### src/rtl/regfile_pkg.sv
// Shared constants for the pipelined register file: default geometry,
// reset data value and the address of the optional hard-wired zero register.
package regfile_pkg;

    localparam int unsigned DEFAULT_WIDTH    = 16;
    localparam int unsigned DEFAULT_DEPTH    = 8;
    localparam int unsigned DEFAULT_NUM_READ = 2;

    localparam int unsigned RESET_DATA = 0;
    localparam int unsigned ZERO_ADDR  = 0;

endpackage

### src/rtl/regfile_read_port.sv
// One registered read slice: zero-register override, write-to-read bypass,
// array lookup, and hold of the previous result while oe is high.
module regfile_read_port
    import regfile_pkg::*;
#(
    parameter int unsigned WIDTH    = DEFAULT_WIDTH,
    parameter int unsigned AW       = 3,
    parameter bit          ZERO_REG = 1'b0
) (
    input  logic             clk,
    input  logic             rst_n,
    input  logic             oe,
    input  logic             we,
    input  logic [AW-1:0]    write_address,
    input  logic [WIDTH-1:0] write,
    input  logic [AW-1:0]    read_address,
    input  logic [WIDTH-1:0] mem_data,
    input  logic             mem_valid,
    output logic [WIDTH-1:0] read,
    output logic             read_valid
);

    logic [WIDTH-1:0] data_d, data_q;
    logic             valid_d, valid_q;

    // Zero register wins over the bypass; the bypass wins over stored contents.
    always_comb begin
        data_d  = data_q;
        valid_d = valid_q;
        if (!oe) begin
            if (ZERO_REG && (read_address == AW'(ZERO_ADDR))) begin
                data_d  = WIDTH'(RESET_DATA);
                valid_d = 1'b1;
            end else if (!we && (write_address == read_address)) begin
                data_d  = write;
                valid_d = 1'b1;
            end else begin
                data_d  = mem_data;
                valid_d = mem_valid;
            end
        end
    end

    always_ff @(posedge clk) begin
        if (!rst_n) begin
            data_q  <= WIDTH'(RESET_DATA);
            valid_q <= 1'b0;
        end else begin
            data_q  <= data_d;
            valid_q <= valid_d;
        end
    end

    assign read       = data_q;
    assign read_valid = valid_q;

endmodule

### src/rtl/register_file_pipelined.sv
// Multi-port register file with registered reads, same-cycle write bypass and
// per-entry valid bits. Enables are active-low; reset is synchronous.
module register_file_pipelined
    import regfile_pkg::*;
#(
    parameter int unsigned WIDTH    = DEFAULT_WIDTH,
    parameter int unsigned DEPTH    = DEFAULT_DEPTH,
    localparam int unsigned AW      = $clog2(DEPTH),
    parameter int unsigned NUM_READ = DEFAULT_NUM_READ,
    parameter bit          ZERO_REG = 1'b0
) (
    input  logic                      clk,
    input  logic                      rst_n,
    input  logic                      we,
    input  logic                      oe,
    input  logic [AW-1:0]             write_address,
    input  logic [WIDTH-1:0]          write,
    input  logic [NUM_READ*AW-1:0]    read_address,
    output logic [NUM_READ*WIDTH-1:0] read,
    output logic [NUM_READ-1:0]       read_valid
);

    logic [WIDTH-1:0] mem_q [DEPTH];
    logic [DEPTH-1:0] valid_q;
    logic             write_en;

    assign write_en = !we && !(ZERO_REG && (write_address == AW'(ZERO_ADDR)));

    always_ff @(posedge clk) begin
        if (!rst_n) begin
            for (int i = 0; i < DEPTH; i++) begin
                mem_q[i]   <= WIDTH'(RESET_DATA);
                valid_q[i] <= ZERO_REG && (i == ZERO_ADDR);
            end
        end else if (write_en) begin
            mem_q[write_address]   <= write;
            valid_q[write_address] <= 1'b1;
        end
    end

    for (genvar k = 0; k < NUM_READ; k++) begin : gen_read_port
        logic [AW-1:0] port_address;

        assign port_address = read_address[k*AW +: AW];

        regfile_read_port #(
            .WIDTH    (WIDTH),
            .AW       (AW),
            .ZERO_REG (ZERO_REG)
        ) u_read_port (
            .clk           (clk),
            .rst_n         (rst_n),
            .oe            (oe),
            .we            (we),
            .write_address (write_address),
            .write         (write),
            .read_address  (port_address),
            .mem_data      (mem_q[port_address]),
            .mem_valid     (valid_q[port_address]),
            .read          (read[k*WIDTH +: WIDTH]),
            .read_valid    (read_valid[k])
        );
    end

endmodule

### config.mk
export PLATFORM = sky130hd
export DESIGN_NAME = register_file_pipelined
export DESIGN_NICKNAME = d
export VERILOG_FILES = /design/src/rtl/regfile_pkg.sv /design/src/rtl/regfile_read_port.sv /design/src/rtl/register_file_pipelined.sv
export SDC_FILE = /design/constraint.sdc
export NUM_CORES = 1
export LEC_CHECK = 0
export ABC_AREA = 1
export BUFFER_PORTS_ARGS = -buffer_cell sky130_fd_sc_hd__buf_2
export CAP_MARGIN = 15
export CORE_MARGIN = 3
export CORE_UTILIZATION = 25
export DETAILED_ROUTE_END_ITERATION = 8
export PLACE_DENSITY = 0.47
export SLEW_MARGIN = 5
export SYNTH_ARGS = -nofsm -noshare
export SYNTH_HDL_FRONTEND = slang
export SYNTH_HIERARCHICAL = 1
export SYNTH_SLANG_ARGS = --single-unit
### constraint.sdc
create_clock -name clk -period 4.9 [get_ports clk]
set_clock_uncertainty 0.15 [all_clocks]
set_input_delay 0.735 -clock clk [delete_from_list [all_inputs] [get_ports clk]]
set_output_delay 0.735 -clock clk [all_outputs]
set_load 0.05 [all_outputs]
==> key figures, run 1 <==
GRT
  • Met1 Usage GRT: 0.229
  • Gr busiest metal: met2
  • Met2 Resource Use GR: 0.261
  • GR Overflow Total: 0
  • Global-route met3 utilization: 0.0302
  • Initial antenna violation count: 0
  • Tot GR Track Use: 0.164
  • Largest net degree at the start of global routing: 71
  • Vias in the first global route: 8,598
  • First-pass GRT wire length: 52,000 um

Job
  • Maxcap violations: 0

STA
  • Setup-failing EPs final: 0
  • Highest clock rate: 367 MHz
  • Actual slew at the worst max-slew pin: 1.04 ns
  • Fin. max-slew vios: 0
  • Max-slew headroom: 0.305
  • RSZ-0062 raised after global routing: no
  • Hold Vio Cnt, Final: 0
  • Hold slack: 0.351 ns
  • Final setup TNS: 0 ns
  • Period utilization: 0.557
  • Fin crit period: 2.73 ns

Power
  • PD cells: 329 nW/um^2
  • Power Total: 3.65 mW
  • Max VDD drop: 0.000262 V
  • Leakage: 5.76 nW

Logic synthesis
  • Syn nets: 1,442
  • Async SR Flop Fraction: 0
  • Ys flop type: edfxtp_1
  • Largest family of logic cells by synthesized area: simple AND/OR/NAND/NOR gates
  • Synthesis-stage register bit count: 170
  • Post-synth EDFFs: 128
  • Simple-gate portion of the synthesized area: 0.400
  • Cell variety after synth: 23
  • Yosys warns: 6
  • Seq/Total Area, Yosys: 0.471
  • Post-synthesis xor/xnor area fraction: 0
  • Synth Area in Compound Gates: 0.00603
  • Mux contribution to synthesized area: 0
  • Syn Area/Cell: 7.05 um^2
  • Post-Syn Area: 9960 um^2
  • Post-Synth Adder-Cell Area: 0
  • Post-Syn Instances: 1,413

Worst setup path
  • Type of origin of the critical path: primary input
  • Worst-path cell chain: buf_2, inv_4, or2_4, nor2_8, nand2_4, nand2_1
  • RR Endpoint: gen_read_port[1].u_read_port/read[1]
  • Worst R2R Setup Slack: 3.31 ns
  • Critical path required time: 4.81 ns
  • Reg2Reg Launch Point: mem_q[0][1]
  • Worst Reg-to-Reg Cells: 10
  • Crit path capture type: flop
  • WS Path Type: in2reg
  • Slowest stage delay, CP: 0.82 ns
  • Max stage delay cell, worst path: nand2_1
  • CP arrival: 2.64 ns
  • Crit path max fanout: 18

Clocking
  • Clock Path Buffers: 2
  • Clock transition at path regs: 0.07 ns
  • Worst skew pair latency: 0.44 ns
  • CTS H-tree lvls: 4
  • Clock sink count: 170
  • Resized cells post-CTS: 0
  • TritonCTS buffer count: 17
  • CTS root buffer: clkbuf_16
  • Postcts setup bufs: 0
  • CTS tree: built
  • Hold buffer count at cts: 0

Place
  • Placed insts: 1,927
  • Placer Congestion: 0.838
  • Detailed Place HPWL: 21,400 um
  • Port Buffers: 62

Drt
  • Drt initial violations: 977
  • # DRC: 0
  • Post-route antenna net violation count: 0
  • Drt total wl: 34,300 um
  • Drt pass-1 iters: 5
  • Routed WL per cell: 17.5 um
  • Via/cell ratio: 4.56
  • Via count: 8,933

Finish
  • Area Growth Syn to Fin: 11.5%
  • Fraction of layout instances using a drive strength above 1: 0.0888
  • Final std cells w/o fill: 1,960
  • Layout Utilization: 0.285
  • Antenna cells: 0
  • Net count, final: 1,458

Die
  • Die height: 206 um
  • Num rows: 72
  • # IOs: 63
  • Die ar.: 42,300 um^2
  • Core box area: 39,000 um^2
  • Die span in x: 206 um
  • Starting Density: 0.255

Min path
  • Hold Path Sink: valid_q[0]
  • Worst Hold Launch: valid_q[0]
  • Hold Path Stages: 2
  • Hold WC Path Type: reg2reg

Run status
  • Status: complete, no violations
worst max path at each step:
stage / startpoint / to / slack, ns / depth (start not counted)
floorplan: rst_n / mem_q[3][0] / 2.45 / 7
global placement: rst_n / mem_q[1][4] / 1.66 / 6
detailed placement: rst_n / mem_q[1][14] / 1.67 / 6
CTS: rst_n / mem_q[1][2] / 2.14 / 6
global route: read_address[0] / gen_read_port[0].u_read_port/read[0] / 2.06 / 12
finish: rst_n / mem_q[1][14] / 2.17 / 6
power breakdown:
group	internal, mW	switching (mW)	leakage [nW]
combinational	0.160	0.501	3.92
sequential	1.64	0.0321	1.57
clock	0.669	0.652	0.269
total	2.47	1.19	5.76
per-layer routing:
| layer | wire (um) | part of all wire |
|---|---|---|
| met1 | 15800 | 0.46 |
| met2 | 15400 | 0.45 |
| met3 | 2440 | 0.071 |
| met4 | 575 | 0.017 |
| met5 | 0 | 0 |
logic make-up (layout without fill, tap and decap cells):
family	after synthesis	count (layout)
AOI/OAI and AO/OA	12	12
buffers and inverters	284	313
and+or+nand+nor	947	947
DFF	170	170
critical path, delay by kind of cell:
kind	cells	cell delay (ns)
buffers and inverters	2	0.36
and+or+nand+nor	4	1.52
through the flow:
stage                     instance area [um^2]  setup WS, ns
after CTS                                11100          2.14
after global placement                   10500          1.66
after floorplan                           9960          2.45
after detailed placement                 10500          1.67
after global routing                     11100          2.06
final                                    11100          2.17
final cells by class:
class	count	area (um^2)
clock buffer	17	425
clock inverter	15	128
fill	4258	27900
inverter	211	795
multi-input combinational	959	4040
sequential	170	4680
tap	518	648
timing repair buffer	70	378
registers in the layout, summed over array words and instances, names as in the netlist:
name                                  flops
mem_q                                   128
gen_read_port.u_read_port/read_valid      2
gen_read_port.u_read_port/read           32
valid_q                                   8
cell usage in the layout, fill, tap and decap left out, types with 10 or more instances in the layout:
cell | synthesis | routed
clkbuf_16 | 0 | 17
nor2_1 | 198 | 198
buf_2 | 18 | 62
o21ai_0 | 10 | 10
edfxtp_1 | 128 | 128
nand2_4 | 10 | 10
nand3_1 | 200 | 200
dfxtp_1 | 42 | 42
nand2_1 | 525 | 525
inv_1 | 204 | 204
Yosys cell counts (6+ instances only):
cell / count / area [um^2]
buf_2: 18 / 90.1
buf_6: 15 / 169
clkbuf_1: 34 / 128
dfxtp_1: 42 / 841
edfxtp_1: 128 / 3840
inv_1: 204 / 766
nand2_1: 525 / 1970
nand2_2: 6 / 37.5
nand2_4: 10 / 113
nand3_1: 200 / 1000
nor2_1: 198 / 743
o21ai_0: 10 / 50.1
No activity file was read; power rests on OpenSTA's default activity.
==> run 2, diff against run 1 <==
--- a/config.mk
+++ b/config.mk
@@ -11,7 +11,7 @@
 export CORE_MARGIN = 3
 export CORE_UTILIZATION = 25
 export DETAILED_ROUTE_END_ITERATION = 8
-export PLACE_DENSITY = 0.47
+export PLACE_DENSITY = 0.48
 export SLEW_MARGIN = 5
 export SYNTH_ARGS = -nofsm -noshare
 export SYNTH_HDL_FRONTEND = slang
==> constraint.sdc (replaced) <==
create_clock -name clk -period 2.4 [get_ports clk]
set_clock_uncertainty 0.15 [all_clocks]
set_input_delay 0.36 -clock clk [delete_from_list [all_inputs] [get_ports clk]]
set_output_delay 0.36 -clock clk [all_outputs]
set_load 0.05 [all_outputs]
==> key figures, run 2 (synthesized netlist as in run 1, its figures left out) <==
Worst setup path
  • Reg2Reg Launch Point: mem_q[7][10] (was mem_q[0][1])
  • RR Endpoint: gen_read_port[1].u_read_port/read[10] (was gen_read_port[1].u_read_port/read[1])
  • Critical path's top delay family: flip-flops (was simple AND/OR/NAND/NOR gates)
  • Worst Reg-to-Reg Cells: 10 (unchanged)
  • Type of origin of the critical path: flop (was primary input)
  • Max stage delay cell, worst path: dfxtp_1 (was nand2_1)
  • Critical path required time: 1.89 ns (was 4.81 ns)
  • CP arrival: 1.15 ns (was 2.64 ns)
  • CP bufs+invs: 1 (was 2)
  • Slowest stage delay, CP: 0.41 ns (was 0.82 ns)
  • Crit path capture type: output pin (was flop)
  • Crit path max fanout: 2 (was 18)
  • Worst-path cell chain: buf_2 (was buf_2, inv_4, or2_4, nor2_8, nand2_4, nand2_1)
  • Critical Path Start: gen_read_port[0].u_read_port/read[9] (was rst_n)
  • WS Path Type: reg2out (was in2reg)
  • Worst R2R Setup Slack: 0.95 ns (was 3.31 ns)

Finish
  • Max reg flops: 128 (unchanged)
  • Final Instance Area: 11,400 um^2 (was 11,100 um^2)
  • Multi-input logic area: 4040 um^2 (unchanged)
  • Fraction of layout instances using a drive strength above 1: 0.106 (was 0.0888)
  • Number of filler cells placed in the layout: 4,195 (was 4,258)
  • Final std cells w/o fill: 1,989 (was 1,960)
  • Area Growth Syn to Fin: 14.5% (was 11.5%)
  • Commonest non-fill, non-tap cell in the layout: nand2_1 (unchanged)
  • Register area: 4680 um^2 (unchanged)
  • Net count, final: 1,487 (was 1,458)
  • Commonest non-fill, non-tap cells in the layout: nand2_1 (525), inv_1 (204), nand3_1 (200) (unchanged)
  • Antenna cells: 0 (unchanged)
  • Biggest register: mem_q (unchanged)

Power
  • Combinational power share: 0.180 (was 0.181)
  • Sequential Power Share: 0.445 (was 0.458)
  • Internal power: 5.27 mW (was 2.47 mW)
  • Clock network power share: 0.375 (was 0.362)
  • Leakage: 5.92 nW (was 5.76 nW)
  • Max VDD drop: 0.000497 V (was 0.000262 V)
  • Switching power share of the total: 0.312 (was 0.324)
  • Psw: 2.39 mW (was 1.19 mW)
  • PD cells: 672 nW/um^2 (was 329 nW/um^2)

Clocking
  • Postcts setup bufs: 0 (unchanged)
  • Resized cells post-CTS: 0 (unchanged)
  • CTS tree: built (unchanged)
  • CTS H-tree lvls: 4 (unchanged)
  • Hold buffer count at cts: 0 (unchanged)
  • Clock sink count: 170 (unchanged)
  • CTS root buffer: clkbuf_16 (unchanged)
  • Worst skew pair latency: 0.44 ns (about the same)
  • Clock transition at path regs: 0.07 ns (about the same)
  • TritonCTS buffer count: 17 (unchanged)
  • Clock Path Buffers: 2 (unchanged)

Min path
  • Hold Path Stages: 3 (was 2)
  • Worst Hold Launch: oe (was valid_q[0])
  • Hold WC Path Type: in2reg (was reg2reg)
  • Hold Path Sink: gen_read_port[1].u_read_port/read_valid (was valid_q[0])

Die
  • Num rows: 72 (unchanged)
  • Core box area: 39,000 um^2 (unchanged)
  • Starting Density: 0.255 (unchanged)
  • Die span in x: 206 um (unchanged)
  • Die ar.: 42,300 um^2 (unchanged)
  • Die height: 206 um (unchanged)
  • # IOs: 63 (unchanged)

STA
  • Max-slew headroom: 0.596 (was 0.305)
  • Hold Vio Cnt, Final: 0 (unchanged)
  • Fin. max-slew vios: 0 (unchanged)
  • RSZ-0062 raised after global routing: no (unchanged)
  • Fin crit period: 1.66 ns
  • Setup-failing EPs final: 0 (unchanged)
  • Highest clock rate: 604 MHz
  • Period utilization: 0.690
  • Final setup TNS: 0 ns (unchanged)
  • Actual slew at the worst max-slew pin: 0.603 ns (was 1.04 ns)

Drt
  • Drt total wl: 32,700 um (was 34,300 um)
  • Drt initial violations: 1,127 (was 977)
  • Via/cell ratio: 4.52 (was 4.56)
  • # DRC: 0 (unchanged)
  • Post-route antenna net violation count: 0 (unchanged)
  • Routed WL per cell: 16.4 um (was 17.5 um)
  • Via count: 8,982 (was 8,933)
  • Drt pass-1 iters: 5 (unchanged)

Run status
  • Status: complete, no violations (unchanged)

Job
  • Maxcap violations: 0 (unchanged)

GRT
  • GR Overflow Total: 0 (unchanged)
  • Initial antenna violation count: 0 (unchanged)
  • Largest net degree at the start of global routing: 50 (was 71)
  • Vias in the first global route: 8,408 (was 8,598)
  • First-pass GRT wire length: 50,700 um (was 52,000 um)
  • Tot GR Track Use: 0.156 (was 0.164)

Place
  • Placed insts: 1,957 (was 1,927)
  • Cell Area, Placed: 10,800 um^2 (was 10,500 um^2)
  • Placer Congestion: 0.845 (was 0.838)
  • Detailed Place HPWL: 22,900 um (was 21,400 um)
  • Port Buffers: 62 (unchanged)
-- run 2: cell type report --
cell class	count	share of cell area
Clock inverter	13	0.0138
Inverter	211	0.0697
Timing Repair Buffer	99	0.0560
Tap cell	518	0.0569
Multi-Input combinational cell	959	0.355
Clock buffer	19	0.0380
Sequential cell	170	0.411
-- run 2: worst max-delay path by stage --
stage / slack, ns / end / cells past startpoint
after CTS: 0.74 / read[9] / 1
after detailed placement: 0.30 / gen_read_port[0].u_read_port/read[2] / 9
after floorplan: 0.33 / mem_q[3][0] / 7
final: 0.74 / read[9] / 1
after global placement: 0.33 / gen_read_port[0].u_read_port/read[10] / 9
after global routing: 0.62 / gen_read_port[0].u_read_port/read[11] / 9
-- run 2: through the flow --
stage / setup slack [ns] / utilization / total power [mW] / hold slack (ns)
finish: 0.744 / 0.292 / 7.66 / 0.0986
global route: 0.620 / 0.292 / 8.01 / 0.100
CTS: 0.742 / 0.292 / 7.73 / 0.0865
detailed placement: 0.297 / 0.277 / 4.84 / 0.338
global placement: 0.330 / 0.277 / 4.84 / 0.336
floorplan: 0.329 / - / 4.40 / 0.316
-- run 2: worst reg2reg max path, cell delays in order (launching register included) --
cell and delay, ns:
edfxtp_1 0.37, inv_1 0.08, nand2_1 0.05, nand3_1 0.10, nand2_1 0.07, nand2_1 0.10
nand2_1 0.12, nand2_1 0.10, nand3_1 0.09, nand2_1 0.07, inv_1 0.03
-- run 2: routing by layer --
metal,GRT usage,wire (um),share of wire,vias up
met3,0.0264,2480,0.076,36
met5,0,0,0,-
met1,0.238,16100,0.49,4180
li1,-,-,-,4411
met2,0.225,13700,0.42,355
met4,0.0408,484,0.015,0
-- run 2: power by group through the flow --
| stage | Combinational (mW) | Clock (mW) | Sequential, mW |
|---|---|---|---|
| floorplan | 0.781 | 0 | 3.62 |
| global placement | 1.37 | 0 | 3.47 |
| detailed placement | 1.37 | 0 | 3.48 |
| CTS | 1.37 | 2.94 | 3.41 |
| global route | 1.53 | 3.05 | 3.43 |
| finish | 1.38 | 2.87 | 3.41 |
==> run 3, diff against run 2 <==
==> constraint.sdc (replaced) <==
create_clock -name clk -period 1.45 [get_ports clk]
set_clock_uncertainty 0.15 [all_clocks]
set_input_delay 0.2175 -clock clk [delete_from_list [all_inputs] [get_ports clk]]
set_output_delay 0.2175 -clock clk [all_outputs]
set_load 0.05 [all_outputs]
==> key figures, run 3 (synthesized netlist as in run 1, its figures left out) <==
GRT
  • Initial antenna violation count: 0 (unchanged)
  • GR Overflow Total: 0 (unchanged)
  • Gr busiest metal: met2 (was met1)
  • Largest net degree at the start of global routing: 54 (was 50)
  • Met1 Usage GRT: 0.243 (was 0.238)
  • Global-route met3 utilization: 0.0331 (was 0.0264)
  • Vias in the first global route: 8,843 (was 8,408)
  • First-pass GRT wire length: 52,900 um (was 50,700 um)
  • Tot GR Track Use: 0.167 (was 0.156)
  • Met2 Resource Use GR: 0.247 (was 0.225)

Die
  • Die ar.: 42,300 um^2 (unchanged)
  • Core box area: 39,000 um^2 (unchanged)
  • Num rows: 72 (unchanged)
  • # IOs: 63 (unchanged)
  • Starting Density: 0.255 (unchanged)
  • Die height: 206 um (unchanged)
  • Die span in x: 206 um (unchanged)

STA
  • Setup-failing EPs final: 0 (unchanged)
  • RSZ-0062 raised after global routing: yes (was no)
  • Fin. max-slew vios: 0 (unchanged)
  • Actual slew at the worst max-slew pin: 0.447 ns (was 0.603 ns)
  • Fin crit period: 1.41 ns
  • Max-slew headroom: 0.701 (was 0.596)
  • Final setup TNS: 0 ns (unchanged)
  • Highest clock rate: 711 MHz
  • Hold Vio Cnt, Final: 0 (unchanged)
  • Setup ws final: 0.0443 ns (was 0.744 ns)
  • Period utilization: 0.969

Power
  • Leakage: 6.30 nW (was 5.92 nW)
  • PD cells: 1060 nW/um^2 (was 672 nW/um^2)
  • Power Total: 13.2 mW (was 7.66 mW)
  • Max VDD drop: 0.000617 V (was 0.000497 V)

Drt
  • Drt pass-1 iters: 5 (unchanged)
  • Routed WL per cell: 16.9 um (was 16.4 um)
  • # DRC: 0 (unchanged)
  • Via count: 9,265 (was 8,982)
  • Via/cell ratio: 4.53 (was 4.52)
  • Drt initial violations: 1,050 (was 1,127)
  • Drt total wl: 34,500 um (was 32,700 um)
  • Post-route antenna net violation count: 0 (unchanged)

Finish
  • Layout Utilization: 0.318 (was 0.292)
  • Commonest non-fill, non-tap cell in the layout: nand2_1 (unchanged)
  • Area Growth Syn to Fin: 24.5% (was 14.5%)
  • Net count, final: 1,544 (was 1,487)
  • Max reg flops: 128 (unchanged)
  • Commonest non-fill, non-tap cells in the layout: nand2_1 (487), nor2_1 (198), nand3_1 (187) (was nand2_1 (525), inv_1 (204), nand3_1 (200))
  • Fraction of layout instances using a drive strength above 1: 0.183 (was 0.106)
  • Antenna cells: 0 (unchanged)
  • Biggest register: mem_q (unchanged)

Job
  • Maxcap violations: 0 (unchanged)

Clocking
  • TritonCTS buffer count: 17 (unchanged)
  • CTS H-tree lvls: 4 (unchanged)
  • Postcts setup bufs: 0 (unchanged)
  • Clock Path Buffers: 2 (unchanged)
  • Clock transition at path regs: 0.07 ns (about the same)
  • CTS tree: built (unchanged)
  • CTS root buffer: clkbuf_16 (unchanged)
  • Worst skew pair latency: 0.45 ns (was 0.44 ns)
  • Clock sink count: 170 (unchanged)

Worst setup path
  • CP endpoint: read[1] (was read[9])
  • Crit path capture type: output pin (unchanged)
  • Max stage delay cell, worst path: dfxtp_1 (unchanged)
  • Critical Path Start: gen_read_port[0].u_read_port/read[1] (was gen_read_port[0].u_read_port/read[9])
  • WS Path Type: reg2out (unchanged)
  • Type of origin of the critical path: flop (unchanged)
  • CP arrival: 1.04 ns (was 1.15 ns)
  • Slowest stage delay, CP: 0.33 ns (was 0.41 ns)
  • Worst Reg-to-Reg Cells: 10 (unchanged)
  • Worst R2R Setup Slack: 0.06 ns (was 0.95 ns)
  • Crit path max fanout: 2 (unchanged)
  • Critical path's top delay family: flip-flops (unchanged)
  • RR Endpoint: gen_read_port[0].u_read_port/read[4] (was gen_read_port[1].u_read_port/read[10])
  • Reg2Reg Launch Point: mem_q[5][4] (was mem_q[7][10])
  • CP bufs+invs: 1 (unchanged)
  • Worst-path cell chain: buf_2 (unchanged)
  • Critical path required time: 1.08 ns (was 1.89 ns)
  • Critical path depth: 1 (unchanged)

Place
  • Detailed Place HPWL: 24,600 um (was 22,900 um)
  • Placer Congestion: 0.827 (was 0.845)
  • Port Buffers: 62 (unchanged)
  • Setup slack at placement: -0.260 ns (was 0.297 ns)

Run status
  • Status: complete, no violations (unchanged)

Min path
  • Hold WC Path Type: in2reg (unchanged)
[run 3: changes by cell type in the layout (fill, tap and decap cells not counted), moves of 3 or more]
cell	previous run	this run
buf_12	4	18
inv_1	204	180
nand3_1	200	187
buf_6	0	3
nand3_2	0	13
nand2_1	525	487
nand2_8	0	8
nand2_2	6	35
buf_4	33	70
buf_2	62	39
clkbuf_4	0	16
dlygate4sd3_1	0	10
inv_2	2	26
[run 3: how the worst min path moves through the flow]
stage               startpoint                                      end  slack, ns  depth (start not counted)
floorplan                rst_n  gen_read_port[0].u_read_port/read_valid       0.21                          2
global placement    valid_q[1]                               valid_q[1]       0.33                          2
detailed placement  valid_q[3]                               valid_q[3]       0.35                          2
CTS                  write[10]    gen_read_port[1].u_read_port/read[10]     0.0002                          5
global route         write[10]    gen_read_port[1].u_read_port/read[10]       0.05                          5
finish               write[10]    gen_read_port[1].u_read_port/read[10]       0.02                          5
[run 3: timing repair]
item                                    4_1_cts  5_1_grt
gates resized for setup                       9       85
endpoints found under the setup margin        8       44
hold buffers                                 10        0
pin swaps                                     0        4
endpoints found under the hold margin        14        0
[run 3: cell type report]
class / count / area (um^2)
fill: 4208 / 26600
timing repair buffer: 156 / 1340
inverter: 211 / 800
clock inverter: 14 / 185
multi-input combinational: 959 / 4320
sequential: 170 / 4680
tap: 518 / 648
clock buffer: 18 / 429
[run 3: routing by layer]
metal | wire length [um] | part of all wire
met2 | 14900 | 0.43
met4 | 683 | 0.020
met5 | 0 | 0
met1 | 16500 | 0.48
met3 | 2390 | 0.069
[run 3: power breakdown]
group / leakage (nW) / internal (mW) / switching [mW] / total (mW)
Combinational: 4.43 / 0.825 / 1.80 / 2.62
Sequential: 1.57 / 5.54 / 0.118 / 5.66
Clock: 0.296 / 2.76 / 2.16 / 4.92
Total: 6.30 / 9.12 / 4.08 / 13.2
[run 3: through the flow]
step / instance area [um^2] / hold WS, ns / cells
final: 12400 / 0.0165 / 2046
after global routing: 12400 / 0.0454 / 2046
after CTS: 12200 / 0.000206 / 2046
after detailed placement: 11500 / 0.347 / 2004
after global placement: 11500 / 0.334 / 2004
after floorplan: 10100 / 0.206 / 1413
